`src/rtl/spi_mem_slave_if.sv`:
```
// Pin-level bundle of the SPI memory slave: the serial bus plus its status strobes.
interface spi_mem_slave_if;
  logic cs;
  logic sclk;
  logic mosi;
  logic miso;
  logic miso_oe;
  logic busy;
  logic xfer_done;
  logic frame_err;

  modport master (output cs, sclk, mosi, input miso, miso_oe, busy, xfer_done, frame_err);
  modport slave  (input cs, sclk, mosi, output miso, miso_oe, busy, xfer_done, frame_err);
endinterface

```
`src/rtl/spi_mem_slave.sv`:
```
// SPI slave exposing a 2**ADDR_W x DATA_W memory; all four SPI modes, bursts with address wrap.
// The SPI pins are oversampled in the clk domain, so SCLK must be much slower than clk.
module spi_mem_slave #(
  parameter int ADDR_W = 7,
  parameter int DATA_W = 8,
  parameter int CPOL   = 0,
  parameter int CPHA   = 0,
  parameter int SYNC   = 2
) (
  input logic           clk,
  input logic           rst_n,
  spi_mem_slave_if.slave bus
);

  localparam int CNT_W = $clog2((ADDR_W + 1 > DATA_W) ? ADDR_W + 1 : DATA_W);
  localparam logic [CNT_W-1:0] LAST_CMD  = CNT_W'(ADDR_W);
  localparam logic [CNT_W-1:0] LAST_DATA = CNT_W'(DATA_W - 1);
  localparam logic CPOL_L = 1'(CPOL);
  localparam logic CPHA_L = 1'(CPHA);

  localparam logic [2:0] S_IDLE    = 3'd0;
  localparam logic [2:0] S_CMD     = 3'd1;
  localparam logic [2:0] S_RD_LOAD = 3'd2;
  localparam logic [2:0] S_READ    = 3'd3;
  localparam logic [2:0] S_WRITE   = 3'd4;

  logic [SYNC-1:0]   cs_q, sclk_q, mosi_q;
  logic              cs_prev, sclk_prev;
  logic [2:0]        state;
  logic [CNT_W-1:0]  bit_cnt;
  logic [ADDR_W-1:0] addr;
  logic [ADDR_W-1:0] cmd_sh;
  logic [DATA_W-1:0] sh;
  logic              wr_pend;
  logic              miso_r, miso_oe_r, xfer_done_r, frame_err_r;
  logic [DATA_W-1:0] mem [2**ADDR_W];

  logic              cs_s, sclk_s, mosi_s;
  logic              cs_fall, sclk_edge, lead_edge, trail_edge, sample_edge, shift_edge;
  logic [ADDR_W:0]   cmd_word;

  assign cs_s        = cs_q[SYNC-1];
  assign sclk_s      = sclk_q[SYNC-1];
  assign mosi_s      = mosi_q[SYNC-1];
  assign cs_fall     = cs_prev && !cs_s;
  assign sclk_edge   = sclk_s != sclk_prev;
  assign lead_edge   = sclk_edge && (sclk_s != CPOL_L);
  assign trail_edge  = sclk_edge && (sclk_s == CPOL_L);
  assign sample_edge = CPHA_L ? trail_edge : lead_edge;
  assign shift_edge  = CPHA_L ? lead_edge : trail_edge;
  assign cmd_word    = {cmd_sh, mosi_s};

  // CS chain resets low so a CS already asserted at reset release never looks like a falling edge.
  always_ff @(posedge clk or negedge rst_n) begin
    if (!rst_n) begin
      cs_q      <= '0;
      sclk_q    <= {SYNC{CPOL_L}};
      mosi_q    <= '0;
      cs_prev   <= 1'b0;
      sclk_prev <= CPOL_L;
    end else begin
      cs_q      <= {cs_q[SYNC-2:0], bus.cs};
      sclk_q    <= {sclk_q[SYNC-2:0], bus.sclk};
      mosi_q    <= {mosi_q[SYNC-2:0], bus.mosi};
      cs_prev   <= cs_s;
      sclk_prev <= sclk_s;
    end
  end

  // NOTE: the memory array has no reset branch; its contents survive rst_n by design.
  always_ff @(posedge clk) begin
    if (wr_pend) mem[addr] <= sh;
  end

  always_ff @(posedge clk or negedge rst_n) begin
    if (!rst_n) begin
      state       <= S_IDLE;
      bit_cnt     <= '0;
      addr        <= '0;
      cmd_sh      <= '0;
      sh          <= '0;
      wr_pend     <= 1'b0;
      miso_r      <= 1'b0;
      miso_oe_r   <= 1'b0;
      xfer_done_r <= 1'b0;
      frame_err_r <= 1'b0;
    end else begin
      xfer_done_r <= 1'b0;
      frame_err_r <= 1'b0;
      wr_pend     <= 1'b0;
      // A fully sampled write word commits even if CS rises in the same cycle.
      if (wr_pend) begin
        addr        <= addr + 1'b1;
        xfer_done_r <= 1'b1;
      end
      if (state != S_IDLE && cs_s) begin
        frame_err_r <= (bit_cnt != '0);
        state       <= S_IDLE;
        bit_cnt     <= '0;
        miso_r      <= 1'b0;
        miso_oe_r   <= 1'b0;
      end else begin
        case (state)
          S_IDLE: begin
            if (cs_fall) begin
              state   <= S_CMD;
              bit_cnt <= '0;
            end
          end
          S_CMD: begin
            if (sample_edge) begin
              cmd_sh <= cmd_word[ADDR_W-1:0];
              if (bit_cnt == LAST_CMD) begin
                addr    <= cmd_word[ADDR_W-1:0];
                bit_cnt <= '0;
                state   <= cmd_word[ADDR_W] ? S_RD_LOAD : S_WRITE;
              end else begin
                bit_cnt <= bit_cnt + 1'b1;
              end
            end
          end
          S_RD_LOAD: begin
            sh    <= mem[addr];
            addr  <= addr + 1'b1;
            state <= S_READ;
          end
          S_READ: begin
            if (shift_edge) begin
              miso_r    <= sh[DATA_W-1];
              sh        <= {sh[DATA_W-2:0], 1'b0};
              miso_oe_r <= 1'b1;
            end
            if (sample_edge) begin
              if (bit_cnt == LAST_DATA) begin
                bit_cnt     <= '0;
                xfer_done_r <= 1'b1;
                state       <= S_RD_LOAD;
              end else begin
                bit_cnt <= bit_cnt + 1'b1;
              end
            end
          end
          S_WRITE: begin
            if (sample_edge) begin
              sh <= {sh[DATA_W-2:0], mosi_s};
              if (bit_cnt == LAST_DATA) begin
                bit_cnt <= '0;
                wr_pend <= 1'b1;
              end else begin
                bit_cnt <= bit_cnt + 1'b1;
              end
            end
          end
          default: state <= S_IDLE;
        endcase
      end
    end
  end

  assign bus.miso      = miso_r;
  assign bus.miso_oe   = miso_oe_r;
  assign bus.busy      = (state != S_IDLE);
  assign bus.xfer_done = xfer_done_r;
  assign bus.frame_err = frame_err_r;

endmodule

```
`src/flat_wrapper.sv`:
```
// flat-port wrapper written by rule: the top's interface ports become plain ports
module spi_mem_slave_flat 
#(
  parameter int ADDR_W = 7,
  parameter int DATA_W = 8,
  parameter int CPOL   = 0,
  parameter int CPHA   = 0,
  parameter int SYNC   = 2
)
  (clk, rst_n, bus_cs, bus_sclk, bus_mosi, bus_miso, bus_miso_oe, bus_busy, bus_xfer_done, bus_frame_err);
  spi_mem_slave_if bus_i ();
  input logic clk;
  input logic rst_n;
  input wire logic [$bits(bus_i.cs)-1:0] bus_cs;
  input wire logic [$bits(bus_i.sclk)-1:0] bus_sclk;
  input wire logic [$bits(bus_i.mosi)-1:0] bus_mosi;
  output wire logic [$bits(bus_i.miso)-1:0] bus_miso;
  output wire logic [$bits(bus_i.miso_oe)-1:0] bus_miso_oe;
  output wire logic [$bits(bus_i.busy)-1:0] bus_busy;
  output wire logic [$bits(bus_i.xfer_done)-1:0] bus_xfer_done;
  output wire logic [$bits(bus_i.frame_err)-1:0] bus_frame_err;
  assign bus_i.cs = bus_cs;
  assign bus_i.sclk = bus_sclk;
  assign bus_i.mosi = bus_mosi;
  assign bus_miso = bus_i.miso;
  assign bus_miso_oe = bus_i.miso_oe;
  assign bus_busy = bus_i.busy;
  assign bus_xfer_done = bus_i.xfer_done;
  assign bus_frame_err = bus_i.frame_err;
  spi_mem_slave #(.ADDR_W(ADDR_W), .DATA_W(DATA_W), .CPOL(CPOL), .CPHA(CPHA), .SYNC(SYNC)) u_core (.clk(clk), .rst_n(rst_n), .bus(bus_i));
endmodule
```
`config.mk`:
```
export PLATFORM = sky130hd
export DESIGN_NAME = spi_mem_slave_flat
export DESIGN_NICKNAME = d
export VERILOG_FILES = /design/src/rtl/spi_mem_slave_if.sv /design/src/rtl/spi_mem_slave.sv /design/src/flat_wrapper.sv
export SDC_FILE = /design/constraint.sdc
export NUM_CORES = 1
export LEC_CHECK = 0
export CAP_MARGIN = 0
export CORE_ASPECT_RATIO = 1.75
export CORE_MARGIN = 5
export CORE_UTILIZATION = 43
export DETAILED_ROUTE_END_ITERATION = 8
export PLACE_DENSITY = 0.63
export SYNTH_ARGS = -nofsm -noshare
export SYNTH_HDL_FRONTEND = slang
export SYNTH_SLANG_ARGS = --single-unit
```
`constraint.sdc`:
```
create_clock -name clk -period 3.1 [get_ports clk]
set_input_delay 0.465 -clock clk [delete_from_list [all_inputs] [get_ports clk]]
set_output_delay 0.465 -clock clk [all_outputs]
set_load 0.01 [all_outputs]
```
=== Word level (Yosys, flattened, before mapping) ===
Memories as Yosys holds them, arrays and structs flattened.
Index checks and enable logic that the tools add are counted.
W data, S select, Z words.

* Add/subtract/negate cells: 2
* $mul: 0
* Divide/modulo/power cells: 0
* Magnitude comparators: 0
* Eq/ne operators: 15
* Shift operators: 0
* Multiplexer cells: 38
* Bitwise operators: 2
* Reductions and logical operators: 18

{| class="wikitable"
|+ Operators with widths
! cell !! count
|-
| $mux W3 || 11
|-
| $mux W7 || 4
|-
| $pmux W8 S3 || 1
|-
| $ne A3 B1 Y1 const B || 6
|-
| $mux W1 || 17
|-
| $mux W8 || 2
|-
| $pmux W3 S5 || 1
|-
| $pmux W7 S2 || 1
|-
| $reduce_bool A3 Y1 || 4
|-
| $add A7 B1 Y7 const B || 1
|-
| $eq A3 B2 Y1 const B || 2
|-
| $eq A3 B3 Y1 const B || 2
|-
| $ne A2 B1 Y1 const B || 3
|-
| $pmux W3 S2 || 1
|-
| $reduce_and A3 Y1 || 2
|-
| $reduce_and A6 Y1 || 1
|-
| $logic_and A1 B1 Y1 || 4
|-
| $reduce_and A4 Y1 || 1
|-
| $reduce_bool A2 Y1 || 2
|-
| $add A3 B1 Y3 const B || 1
|-
| $eq A3 B1 Y1 const B || 1
|-
| $logic_not A3 Y1 || 1
|-
| $reduce_or A3 Y1 || 1
|-
| $not A1 Y1 || 2
|-
| 3 further kinds || 3
|}

* Flip-flop bits (word level): 41
* Latch bits: 0
* Bits in writable memories: 1024
* Memory bits (read-only): 0
* Bits of input ports: 5
* Memories: 1

{| class="wikitable"
|+ Memory list
! name !! words !! width !! read ports !! clocked after memory_dff !! write ports !! RTL line !! text
|-
| u_core.mem || 128 || 8 || 1 || 0 || 1 || spi_mem_slave.sv:36 || <nowiki>logic [DATA_W-1:0] mem [2**ADDR_W];</nowiki>
|}

=== Logic depth before layout (Yosys ltp) ===
* Depth after elaboration: 6
* Gate-level depth with buffers: 12
* Mapped depth without buffers: 8

=== Worst setup path after synthesis ===
OpenSTA, ideal clock, no wires.

* Path kind: register to register
* Start: register u_core.addr[2]
* End: memory u_core.mem[34][0], enable pin
* Setup time: 0.370 ns
* Arrival: 2.148 ns
* Path slack: 0.582 ns
* Stages on the path, launching flop included: 10
* Period minus slack after synthesis: 2.518 ns
* Path through: dfrtp_1 -> buf_4 -> buf_6 -> buf_4 -> buf_2 -> buf_2 -> nor2_1 -> nand2_1 -> clkbuf_1 -> nor2_1

{| class="wikitable"
|+ RTL lines
! element !! RTL line !! text
|-
| start, declared || spi_mem_slave.sv:31 || <nowiki>logic [ADDR_W-1:0] addr;</nowiki>
|-
| start signal, assigned || spi_mem_slave.sv:93 || <nowiki>addr <= addr + 1'b1;</nowiki>
|-
| start signal, assigned || spi_mem_slave.sv:114 || <nowiki>addr <= cmd_word[ADDR_W-1:0];</nowiki>
|-
| start signal, assigned || spi_mem_slave.sv:124 || <nowiki>addr <= addr + 1'b1;</nowiki>
|-
| end, declared || spi_mem_slave.sv:36 ||
|}

Straight into the memory's write port.

=== Worst setup path after layout ===
* Start: register u_core.addr[1]
* End: register u_core.sh[2]

* Word-level cells in the longest chain between the ends: 2

{| class="wikitable"
|+ Ends and longest elaborated chain
! element !! RTL line !! text
|-
| $mem_v2 Z128 W8 || n/a ||
|-
| $pmux W8 S3 || spi_mem_slave.sv:103 || <nowiki>case (state)</nowiki>
|-
| end signal, assigned || spi_mem_slave.sv:123 || <nowiki>sh <= mem[addr];</nowiki>
|-
| end signal, assigned || spi_mem_slave.sv:130 || <nowiki>sh <= {sh[DATA_W-2:0], 1'b0};</nowiki>
|-
| end signal, assigned || spi_mem_slave.sv:145 || <nowiki>sh <= {sh[DATA_W-2:0], mosi_s};</nowiki>
|-
| end, declared || spi_mem_slave.sv:33 || <nowiki>logic [DATA_W-1:0] sh;</nowiki>
|}

Every way passes these cells.
A chain may end at the register's enable or synchronous reset.

==> impl_metrics.toml <==
[synth]
ys_types = 75
synth_top_area_share = 0.729
synth_edf_count = 1024
ys_top_cells_by_area = "edfxtp_1 73%, mux4_2 5.3%, mux2i_1 3.7%"
synth_flop_cell = "edfxtp_1"
synth.avg_cell_area_sq_um = 17.7
synthArstFlopShare = 0.0385
syn_nets = 2391
ys_ff_latch = 1065
yosys_warnings = 0
syn_inst = 2382
synth_top_area_cell = "edfxtp_1"
netlist_area_sq_um = 42200
yosysSeqAreaShare = 0.753

[timing]
post-route-period-util = 0.987
setup_tns_ns = 0
hold_viol_final = 0
fmax_mhz = 327
finalClockSkew_ns = 0.0298
slew_headroom = 0.302
slew_viol_final = 0
rsz0062_at_grt = "no"
finalSetupViolCount = 0
worst_pin_slew_ns = 1.05
period_minus_slack_ns = 3.06

[setup_path]
start_kind = "flop"
worst-endpoint-arrival_ns = 3.61
crit_slowest_cell = "dfrtp_4"
worst_r2r_path_depth = 8
path_class = "reg -> reg"
r2r-end = "u_core.sh[2]"
r2r-start = "u_core.addr[1]"
startpoint = "u_core.addr[1]"
cp_data_required_time_ns = 3.65
max_stage_delay_ns = 0.58
reg2reg_slack_ns = 0.04
worstPathCellList = "buf_12, buf_4, mux4_2, mux2i_1, o21ai_0, o21ai_0, buf_4, a41oi_1"
endpoint_kind = "flop"
cp_max_fo = 16

[grt]
antenna_found_initial = 2
grt_start_max_net_pins = 88
grt_overflow = 0
grt_use_total = 0.233
grt_pass1_wl_mm = 176
grt_pass1_vias = 25100

[finish]
final_util = 0.498
num-nets-final = 2661
drive_above_1_share = 0.239
fin_area_sq_um = 48700
nFillCells = 8024
area_delta_synth_final_pct = 15.4

[detailed_routing]
wire_per_inst_microns = 30.4
routed_wl_mm = 123
drt.antenna.violating_nets = 0
drt-pass1-iter-count = 6
via_per_inst = 5.95
drc = 0
drtIter0Drc = 2582
via_count = 24000

[clock_network]
clk_transition_reported_paths_ns = 0.07
clk_latency_ns = 0.69
cts_sinks = 1065
clock-root-buffer = "clkbuf_16"
cts_tree = "done"
htree_levels = 3
cts_buffers = 89
clock_path_buffers = 3

[run]
max_cap_violations = 0

[placement]
placedInstanceArea_sq_um = 45800
place_hpwl_mm = 82.0
place.gp.congestion = 0.915
portBuffers = 9

[power_and_ir_drop]
pwr_density_cell_nw_per_um2 = 682
peakVddDrop_mv = 0.455
p_leak_nw = 15.4

[die]
pin_count = 10
row_count = 152
fp.dieH_microns = 424
coreArea_sq_um = 97800
dieWidth_microns = 247
die_area_sq_um = 105000
start_util = 0.432

[worst_hold_path]
hold_class = "in -> async"

[outcome]
status = "completed"
-- kinds of logic (layout without fill, tap and decap cells) --
logic type      after synthesis  count (layout)  share of synthesized area
mux                         317             317                      0.106
compound gates              435             435                     0.0744
buf+inv                     169             512                     0.0242
fa+ha+maj                     4               4                    0.00119
simple gates                382             382                     0.0386
xor+xnor                     10              10                    0.00208
other cells                   0               1                          0
flops                      1065            1065                      0.753
-- layer usage --
metal  vias up  GRT usage  wire length [microns]
li1      10100          -                      -
met1     12400      0.248                  40000
met2      1108      0.420                  65400
met3       376     0.0386                   7490
met4         2      0.159                   9810
met5         -          0                     15
-- flip-flops by register name (all words and copies together), names as in the netlist --
name / cells
u_core.cs_prev: 1
u_core.sclk_prev: 1
u_core.addr: 7
u_core.mosi_q: 2
u_core.bus.xfer_done: 1
u_core.cs_q: 2
u_core.mem: 1024
u_core.bit_cnt: 3
u_core.bus.frame_err: 1
u_core.bus.miso: 1
u_core.bus.miso_oe: 1
u_core.wr_pend: 1
u_core.sclk_q: 2
u_core.sh: 8
u_core.state: 3
u_core.cmd_sh: 7
-- layout by cell type, fill, tap and decap left out, types with 9 or more instances in the layout --
| master | synthesis | layout |
|---|---|---|
| buf_12 | 3 | 25 |
| mux2i_1 | 157 | 157 |
| o211ai_1 | 9 | 9 |
| clkinv_2 | 0 | 10 |
| nor2b_1 | 16 | 12 |
| mux4_2 | 99 | 99 |
| nor2_1 | 219 | 219 |
| dfrtp_4 | 0 | 11 |
| o21ai_1 | 9 | 9 |
| nand3_1 | 20 | 20 |
| o221ai_1 | 44 | 44 |
| edfxtp_1 | 1024 | 1024 |
| bufinv_16 | 0 | 10 |
| mux2_2 | 57 | 57 |
| o21ai_0 | 75 | 74 |
| o22ai_1 | 12 | 12 |
| nand4_1 | 10 | 10 |
| dfrtp_1 | 41 | 29 |
| nand2_1 | 74 | 74 |
| nand2b_1 | 9 | 9 |
| clkbuf_16 | 0 | 90 |
| buf_4 | 28 | 303 |
| a221oi_1 | 108 | 108 |
| a21oi_1 | 78 | 78 |
| clkinv_1 | 1 | 20 |
| clkbuf_1 | 49 | 17 |
| a22oi_1 | 19 | 19 |
-- timing repair --
action                                  4_1_cts  5_1_grt
buffers inserted                              0        0
hold buffers                                  1        0
gates resized for setup                       0        2
hold endpoints to repair                      8        0
endpoints found under the setup margin        0        1
-- layout make-up --
cell class | count | area [sq um] | area share
Antenna cell | 1 | 2.50 | 0.0000514
Clock buffer | 111 | 2370 | 0.0487
Clock inverter | 53 | 551 | 0.0113
Inverter | 10 | 37.5 | 0.000771
Multi-Input combinational cell | 1148 | 9420 | 0.193
Sequential cell | 1065 | 31800 | 0.653
Tap cell | 1309 | 1640 | 0.0336
Timing Repair Buffer | 338 | 2870 | 0.0589
-- how the worst max path moves through the flow --
| stage | end |
|---|---|
| floorplan | u_core.mem[34][0] |
| global placement | u_core.sh[0] |
| detailed placement | u_core.sh[0] |
| CTS | u_core.sh[0] |
| global route | u_core.sh[0] |
| finish | u_core.sh[2] |
-- power breakdown --
group | switching [mW] | internal, mW | leakage (nW)
registers | 1.30 | 17.9 | 9.80
logic | 1.97 | 0.623 | 4.21
clock network | 5.09 | 6.29 | 1.40
-- worst max-delay path, delay by kind of cell, from the launching register on --
| kind | cells | cell delay, ns |
|---|---|---|
| multiplexers | 2 | 1.01 |
| AO/OA/AOI/OAI | 3 | 0.65 |
| buffers and inverters | 3 | 0.63 |
| flip-flops | 1 | 0.58 |
-- through the flow --
| stage | hold slack, ns | total power, mW | std cells | worst slack, ns |
|---|---|---|---|---|
| 5_1_grt | 0.199 | 34.1 | 4035 | 0.00542 |
| 4_1_cts | 0.175 | 33.3 | 4034 | 0.0621 |
| 2_1_floorplan | 0.169 | 20.1 | 2382 | 0.582 |
| 3_3_place_gp | 0.333 | 21.9 | 3869 | 0.0557 |
| 6_report | 0.209 | 33.2 | 4035 | 0.0404 |
| 3_5_place_dp | 0.335 | 22.1 | 3869 | 0.0704 |
-- synthesized netlist by cell type (all sizes together) (4+ instances only) --
| library cell | number |
|---|---|
| o22ai | 12 |
| nand3 | 21 |
| o31ai | 4 |
| nand2 | 75 |
| edfxtp | 1024 |
| mux2i | 157 |
| mux2 | 61 |
| a211oi | 7 |
| a22oi | 19 |
| mux4 | 99 |
| o221ai | 44 |
| a21oi | 78 |
| or2 | 6 |
| o311ai | 5 |
| nor2b | 17 |
| xnor2 | 8 |
| a2111oi | 5 |
| inv | 9 |
| o21ai | 84 |
| and2 | 8 |
| nand2b | 9 |
| a221o | 5 |
| buf | 110 |
| ha | 4 |
| nor3 | 8 |
| o22a | 6 |
| o211ai | 11 |
| clkbuf | 49 |
| a221oi | 111 |
| nor2 | 221 |
| a31oi | 8 |
| o2bb2ai | 5 |
| dfrtp | 41 |
| nand4 | 10 |
No activity file was read; power rests on OpenSTA's default activity.
